==> config.mk <==
export PLATFORM = sky130hd
export DESIGN_NAME = load_store_unit_flat
export DESIGN_NICKNAME = d
export VERILOG_FILES = /design/src/rtl/load_store_unit_if.sv /design/src/rtl/load_store_unit.sv /design/src/flat_wrapper.sv
export SDC_FILE = /design/constraint.sdc
export NUM_CORES = 1
export LEC_CHECK = 0
export BUFFER_PORTS_ARGS = -buffer_cell sky130_fd_sc_hd__buf_4
export CORE_MARGIN = 3
export CORE_UTILIZATION = 56
export CTS_BUF_LIST = sky130_fd_sc_hd__clkbuf_16
export CTS_CLUSTER_DIAMETER = 40
export DETAILED_ROUTE_END_ITERATION = 7
export GPL_ROUTABILITY_DRIVEN = 0
export PLACE_DENSITY = 0.87
export SLEW_MARGIN = 20
export SYNTH_ARGS = -nofsm -noshare
export SYNTH_HDL_FRONTEND = slang
export SYNTH_SLANG_ARGS = --single-unit
==> constraint.sdc <==
create_clock -name clk -period 6.9 [get_ports clk]
set_input_delay 0.69 -clock clk [delete_from_list [all_inputs] [get_ports clk]]
set_output_delay 0.69 -clock clk [all_outputs]
set_load 0.05 [all_outputs]
==> src/rtl/load_store_unit_if.sv <==
// Request/response and memory-bus signals between the datapath, the
// load/store controller and the byte-addressed big-endian data memory.
interface load_store_unit_if;
   logic        req;
   logic [2:0]  op;
   logic [31:0] addr;
   logic [31:0] wdata;
   logic        busy;
   logic        done;
   logic        err;
   logic [31:0] rdata;
   logic [31:0] Address;
   logic [31:0] WriteData;
   logic        MemWrite;
   logic        MemRead;
   logic [31:0] ReadData;

   modport master (
      output req, op, addr, wdata, ReadData,
      input  busy, done, err, rdata, Address, WriteData, MemWrite, MemRead
   );

   modport slave (
      input  req, op, addr, wdata, ReadData,
      output busy, done, err, rdata, Address, WriteData, MemWrite, MemRead
   );
endinterface

==> src/rtl/load_store_unit.sv <==
// One-at-a-time load/store controller: edge-triggered memory strobes, sub-word
// extraction with sign/zero extension, read-modify-write for SB/SH, range/alignment checks.
module load_store_unit #(
   parameter int unsigned MEM_BYTES = 256
) (
   input logic             clk,
   input logic             reset,
   load_store_unit_if.slave bus
);

   typedef enum logic [2:0] {
      S_IDLE, S_RD, S_MERGE, S_WR, S_FIN
   } state_t;

   typedef enum logic [2:0] {
      OP_LB  = 3'b000,
      OP_LH  = 3'b001,
      OP_LW  = 3'b010,
      OP_LBU = 3'b011,
      OP_LHU = 3'b100,
      OP_SB  = 3'b101,
      OP_SH  = 3'b110,
      OP_SW  = 3'b111
   } op_t;

   state_t      r_state;
   op_t         r_op;
   logic [1:0]  r_lane;
   logic [15:0] r_wdata;
   logic        r_busy;
   logic        r_done;
   logic        r_err;
   logic [31:0] r_rdata;
   logic [31:0] r_Address;
   logic [31:0] r_WriteData;
   logic        r_MemWrite;
   logic        r_MemRead;

   logic        w_is_load;
   logic        w_misaligned;
   logic        w_out_of_range;
   logic [7:0]  w_byte;
   logic [15:0] w_half;
   logic [31:0] w_load_val;
   logic [31:0] w_merge;

   assign w_is_load      = (bus.op <= OP_LHU);
   assign w_out_of_range = (bus.addr >= 32'(MEM_BYTES));

   always_comb begin
      w_misaligned = 1'b0;
      case (op_t'(bus.op))
         OP_LW, OP_SW:          w_misaligned = (bus.addr[1:0] != 2'b00);
         OP_LH, OP_LHU, OP_SH:  w_misaligned = bus.addr[0];
         default:               w_misaligned = 1'b0;
      endcase
   end

   // Lane 0 is the most significant byte (big-endian).
   always_comb begin
      w_byte = bus.ReadData[31:24];
      case (r_lane)
         2'd0: w_byte = bus.ReadData[31:24];
         2'd1: w_byte = bus.ReadData[23:16];
         2'd2: w_byte = bus.ReadData[15:8];
         2'd3: w_byte = bus.ReadData[7:0];
         default: w_byte = bus.ReadData[31:24];
      endcase
      w_half = r_lane[1] ? bus.ReadData[15:0] : bus.ReadData[31:16];
   end

   always_comb begin
      w_load_val = bus.ReadData;
      case (r_op)
         OP_LB:   w_load_val = {{24{w_byte[7]}}, w_byte};
         OP_LBU:  w_load_val = {24'h0, w_byte};
         OP_LH:   w_load_val = {{16{w_half[15]}}, w_half};
         OP_LHU:  w_load_val = {16'h0, w_half};
         default: w_load_val = bus.ReadData;
      endcase
   end

   always_comb begin
      w_merge = bus.ReadData;
      if (r_op == OP_SB) begin
         case (r_lane)
            2'd0: w_merge[31:24] = r_wdata[7:0];
            2'd1: w_merge[23:16] = r_wdata[7:0];
            2'd2: w_merge[15:8]  = r_wdata[7:0];
            2'd3: w_merge[7:0]   = r_wdata[7:0];
            default: w_merge = bus.ReadData;
         endcase
      end else if (r_lane[1]) begin
         w_merge[15:0] = r_wdata;
      end else begin
         w_merge[31:16] = r_wdata;
      end
   end

   always_ff @(posedge clk) begin
      if (reset) begin
         r_state     <= S_IDLE;
         r_op        <= OP_LB;
         r_lane      <= '0;
         r_wdata     <= '0;
         r_busy      <= 1'b0;
         r_done      <= 1'b0;
         r_err       <= 1'b0;
         r_rdata     <= '0;
         r_Address   <= '0;
         r_WriteData <= '0;
         r_MemWrite  <= 1'b0;
         r_MemRead   <= 1'b0;
      end else begin
         r_done <= 1'b0;
         case (r_state)
            S_IDLE: begin
               if (bus.req) begin
                  r_op      <= op_t'(bus.op);
                  r_lane    <= bus.addr[1:0];
                  r_wdata   <= bus.wdata[15:0];
                  r_Address <= {bus.addr[31:2], 2'b00};
                  r_busy    <= 1'b1;
                  r_err     <= 1'b0;
                  if (w_misaligned || w_out_of_range) begin
                     r_err   <= 1'b1;
                     r_done  <= 1'b1;
                     r_state <= S_FIN;
                     if (w_is_load) r_rdata <= '0;
                  end else if (op_t'(bus.op) == OP_SW) begin
                     r_WriteData <= bus.wdata;
                     r_MemWrite  <= 1'b1;
                     r_state     <= S_WR;
                  end else begin
                     r_MemRead <= 1'b1;
                     r_state   <= S_RD;
                  end
               end
            end
            S_RD: begin
               r_MemRead <= 1'b0;
               if (r_op <= OP_LHU) begin
                  r_rdata <= w_load_val;
                  r_done  <= 1'b1;
                  r_state <= S_FIN;
               end else begin
                  r_WriteData <= w_merge;
                  r_state     <= S_MERGE;
               end
            end
            S_MERGE: begin
               r_MemWrite <= 1'b1;
               r_state    <= S_WR;
            end
            S_WR: begin
               r_MemWrite <= 1'b0;
               r_done     <= 1'b1;
               r_state    <= S_FIN;
            end
            S_FIN: begin
               r_busy  <= 1'b0;
               r_state <= S_IDLE;
            end
            default: begin
               r_busy     <= 1'b0;
               r_MemRead  <= 1'b0;
               r_MemWrite <= 1'b0;
               r_state    <= S_IDLE;
            end
         endcase
      end
   end

   assign bus.busy      = r_busy;
   assign bus.done      = r_done;
   assign bus.err       = r_err;
   assign bus.rdata     = r_rdata;
   assign bus.Address   = r_Address;
   assign bus.WriteData = r_WriteData;
   assign bus.MemWrite  = r_MemWrite;
   assign bus.MemRead   = r_MemRead;

endmodule

==> src/flat_wrapper.sv <==
// flat-port wrapper written by rule: the top's interface ports become plain ports
module load_store_unit_flat 
#(
   parameter int unsigned MEM_BYTES = 256
)
  (clk, reset, bus_req, bus_op, bus_addr, bus_wdata, bus_ReadData, bus_busy, bus_done, bus_err, bus_rdata, bus_Address, bus_WriteData, bus_MemWrite, bus_MemRead);
  load_store_unit_if bus_i ();
  input logic clk;
  input logic reset;
  input wire logic [$bits(bus_i.req)-1:0] bus_req;
  input wire logic [$bits(bus_i.op)-1:0] bus_op;
  input wire logic [$bits(bus_i.addr)-1:0] bus_addr;
  input wire logic [$bits(bus_i.wdata)-1:0] bus_wdata;
  input wire logic [$bits(bus_i.ReadData)-1:0] bus_ReadData;
  output wire logic [$bits(bus_i.busy)-1:0] bus_busy;
  output wire logic [$bits(bus_i.done)-1:0] bus_done;
  output wire logic [$bits(bus_i.err)-1:0] bus_err;
  output wire logic [$bits(bus_i.rdata)-1:0] bus_rdata;
  output wire logic [$bits(bus_i.Address)-1:0] bus_Address;
  output wire logic [$bits(bus_i.WriteData)-1:0] bus_WriteData;
  output wire logic [$bits(bus_i.MemWrite)-1:0] bus_MemWrite;
  output wire logic [$bits(bus_i.MemRead)-1:0] bus_MemRead;
  assign bus_i.req = bus_req;
  assign bus_i.op = bus_op;
  assign bus_i.addr = bus_addr;
  assign bus_i.wdata = bus_wdata;
  assign bus_i.ReadData = bus_ReadData;
  assign bus_busy = bus_i.busy;
  assign bus_done = bus_i.done;
  assign bus_err = bus_i.err;
  assign bus_rdata = bus_i.rdata;
  assign bus_Address = bus_i.Address;
  assign bus_WriteData = bus_i.WriteData;
  assign bus_MemWrite = bus_i.MemWrite;
  assign bus_MemRead = bus_i.MemRead;
  load_store_unit #(.MEM_BYTES(MEM_BYTES)) u_core (.clk(clk), .reset(reset), .bus(bus_i));
endmodule
==> out/results.ini <==
[pwr]
ir_drop_v = 0.000172
p_per_area_nw_per_um2 = 234
static_leakage_uw = 0.00341

[sta]
setup_viol_count_final = 0
setup_slack_ns = 3.62
achievable-frequency_ghz = 0.305
grt_setup_unrepaired = false
hold_viol = 0
max_transition_margin_pct = 29.9
final.min_clock_period_ns = 3.28
max_slew.worst_pin.slew_ns = 1.05
finalMaxSlewViolations = 0
fin_tns_setup_ns = 0
timing.clock.skew_ns = 0.00651
finalCritPeriodShare_pct = 47.5

[placed_design]
place_area_um2 = 7880
sum_of_net_half_perimeters_after_detailed_placement_um = 14800
buffer_ports.inserted = 200
dp_cells = 1085
place_ws_ns = 3.78

[die]
die_outline_area_um2 = 12800
core_area_um2 = 11000
die-width_um = 113
io_pins = 203
die_h_um = 113
initial_core_util_pct = 58.2
number_of_core_rows = 38

[worst_hold_path]
holdCritPathClass = reg2reg

[synth]
ys_seq_area_share_pct = 38.3
synth-edff-count = 0
post_synth.cell_area_avg_um2 = 7.93
syn-cell-area_um2 = 6420
async_reset_ff_share_pct = 0
yosysWarnings = 0
yosys_register_bits = 123
synth_top_flop_cell = dfxtp_1
syn_inst = 810
post_synth_num_cell_types = 57

[worst_setup_path]
critical_path.startpoint_type = flop
worstSetupEndpointType = flop
reg2reg_setup_slack_ns = 3.62
worstPathRequired_ns = 7.22
cp_data_arrival_time_ns = 3.60
critical_path_peak_fanout = 18
crit_type = reg2reg

[clocking]
hold_buffers = 0
clock_latency_on_the_worst_skew_pair_ns = 0.42
cts_root_buf = clkbuf_16
clock_tree.htree_level_count = 4
cts-resized-gates = 0
clock_tree_from_tritoncts = built
cts_inserted_buffers = 17
clkSinkCount = 123
max-clock-path-buffers = 2
worst_setup_hold_path_clk_slew_ns = 0.06
postCtsSetupBuffers = 0

[cells_and_area]
finish.instance_area_um2 = 8510
flow.area_growth_from_synthesis_pct = 32.4
final_net_count = 1066
drive_above_1_share_pct = 28.0
area.sequential_um2 = 2460
insertedDiodeCount = 0
instances_no_fill = 1117
multi_input_comb_area_um2 = 3580
final_core_utilization_pct = 77.1
num-fill-cells = 804

[drt]
drt-total-wl_um = 21400
drc = 0
wire_per_inst_um = 19.2
dr_total_vias = 6879
detail_route.iter0.violations = 943
detail-route-antenna-nets = 0
drt_pre_antenna_iters = 6
detail_route.vias_per_cell = 6.16

[global_routing]
grt_first_pass_wirelength_um = 33600
overflow_after_grt = 0
pin_count_of_the_biggest_net_entering_global_routing = 84
antenna_found_initial = 0
global_route.usage.total_pct = 32.6
grt_pass1_vias = 6522

[status]
run_status = finished, final reports clean

[run]
max_cap_violations = 0

-- worst max-delay path, cell delays in order, from the launching register on --
cell,delay (ns)
dfxtp_1,0.66
or3b_2,0.63
nor2_1,0.84
nand3_1,0.74
o32ai_1,0.31
-- where the power goes --
part / switching [µW] / internal [µW]
Clock: 347 / 604
Sequential: 23.8 / 730
Combinational: 177 / 111
Total: 548 / 1450
-- placed cells by master, fill, tap and decap left out, types with 2 or more instances in the layout --
cell type / netlist / layout
nand2b_1: 40 / 40
and2_1: 2 / 2
nor4_2: 2 / 2
a21boi_0: 2 / 2
or4_1: 2 / 2
o221ai_1: 8 / 8
inv_1: 20 / 21
xor2_1: 2 / 2
buf_4: 2 / 211
clkinvlp_4: 0 / 3
inv_6: 0 / 2
o21ai_0: 75 / 75
or2_2: 9 / 9
nor3b_1: 5 / 4
nand3b_1: 2 / 2
nand4_1: 6 / 6
a211oi_1: 21 / 21
conb_1: 1 / 2
nor2b_1: 15 / 15
bufinv_16: 0 / 4
a2111oi_0: 8 / 8
o31ai_1: 2 / 2
nand3_1: 22 / 22
o22ai_1: 13 / 13
a311oi_1: 16 / 16
clkbuf_16: 0 / 17
mux4_2: 4 / 4
nor2_1: 49 / 49
o32ai_1: 16 / 16
nor4_1: 9 / 9
clkinv_4: 0 / 3
o211ai_1: 5 / 5
nor3_1: 21 / 21
dfxtp_1: 123 / 123
nand2_1: 108 / 108
a21oi_1: 63 / 63
mux2_2: 13 / 13
mux2i_1: 30 / 30
-- logic make-up (layout without fill, tap and decap cells) --
kind of cell / count (synthesis) / in the layout / share of synthesized area, %
AO/OA/AOI/OAI: 236 / 236 / 23.2
buffers and inverters: 97 / 263 / 5.98
flip-flops: 123 / 123 / 38.3
other: 1 / 2 / 0.0584
multiplexers: 47 / 47 / 8.36
AND/OR/NAND/NOR: 303 / 303 / 23.6
XOR/XNOR: 3 / 3 / 0.409
-- through the flow --
stage / power (µW) / hold slack [ns]
after floorplan: 934 / 0.436
after global placement: 1040 / 0.442
after detailed placement: 1050 / 0.447
after CTS: 1990 / 0.455
after global routing: 2050 / 0.480
final: 1990 / 0.453
-- synthesized netlist by cell type, types with 2 or more instances --
master / number / share of area (%)
dfxtp_1: 123 / 38
nand2_1: 108 / 6.3
o21ai_0: 75 / 5.8
clkbuf_1: 66 / 3.9
a21oi_1: 63 / 4.9
nor2_1: 49 / 2.9
nand2b_1: 40 / 3.9
mux2i_1: 30 / 4.7
nand3_1: 22 / 1.7
a211oi_1: 21 / 2.5
nor3_1: 21 / 1.6
inv_1: 20 / 1.2
a311oi_1: 16 / 2.2
o32ai_1: 16 / 2.2
nor2b_1: 15 / 1.5
mux2_2: 13 / 2.3
o22ai_1: 13 / 1.3
nor4_1: 9 / 0.88
or2_2: 9 / 0.88
a2111oi_0: 8 / 1.1
o221ai_1: 8 / 1.1
nand4_1: 6 / 0.58
nor3b_1: 5 / 0.58
o211ai_1: 5 / 0.58
buf_1: 4 / 0.23
mux4_2: 4 / 1.4
buf_2: 3 / 0.23
a21boi_0: 2 / 0.23
and2_1: 2 / 0.19
buf_4: 2 / 0.23
nand3b_1: 2 / 0.23
nor4_2: 2 / 0.39
o31ai_1: 2 / 0.23
or4_1: 2 / 0.23
xor2_1: 2 / 0.27
-- final timing paths --
path / endpoint / from / depth (start not counted)
hold / removal: u_core.bus.Address[27] / u_core.bus.Address[27] / 2
setup reg to reg: u_core.bus.rdata[26] / u_core.r_state[0] / 4
setup / recovery: u_core.bus.rdata[26] / u_core.r_state[0] / 4
hold reg to reg: u_core.bus.Address[27] / u_core.bus.Address[27] / 2
-- final cells by class --
cell class	count	share of cell area [%]
Inverter	20	0.883
Clock inverter	15	2.34
Multi-Input combinational cell	591	42.1
Tap cell	140	2.06
Timing Repair Buffer	211	18.6
Clock buffer	17	5.00
Sequential cell	123	28.9
-- state kept, by name, summed over array words and instances (netlist names) --
register              count
u_core.bus.Address       30
u_core.bus.MemRead        1
u_core.bus.MemWrite       1
u_core.bus.WriteData     32
u_core.bus.busy           1
u_core.bus.done           1
u_core.bus.err            1
u_core.bus.rdata         32
u_core.r_lane             2
u_core.r_op               3
u_core.r_state            3
u_core.r_wdata           16
-- routing by layer --
layer  share of wire [%]  global-route usage [%]  vias up
li1                    -                       -     3217
met1                  39                    42.2     3099
met2                  45                    51.3      484
met3                  12                    10.6       79
met4                 3.7                    11.4        0
met5                   0                       0        -
(Power assumes the default switching activity.)
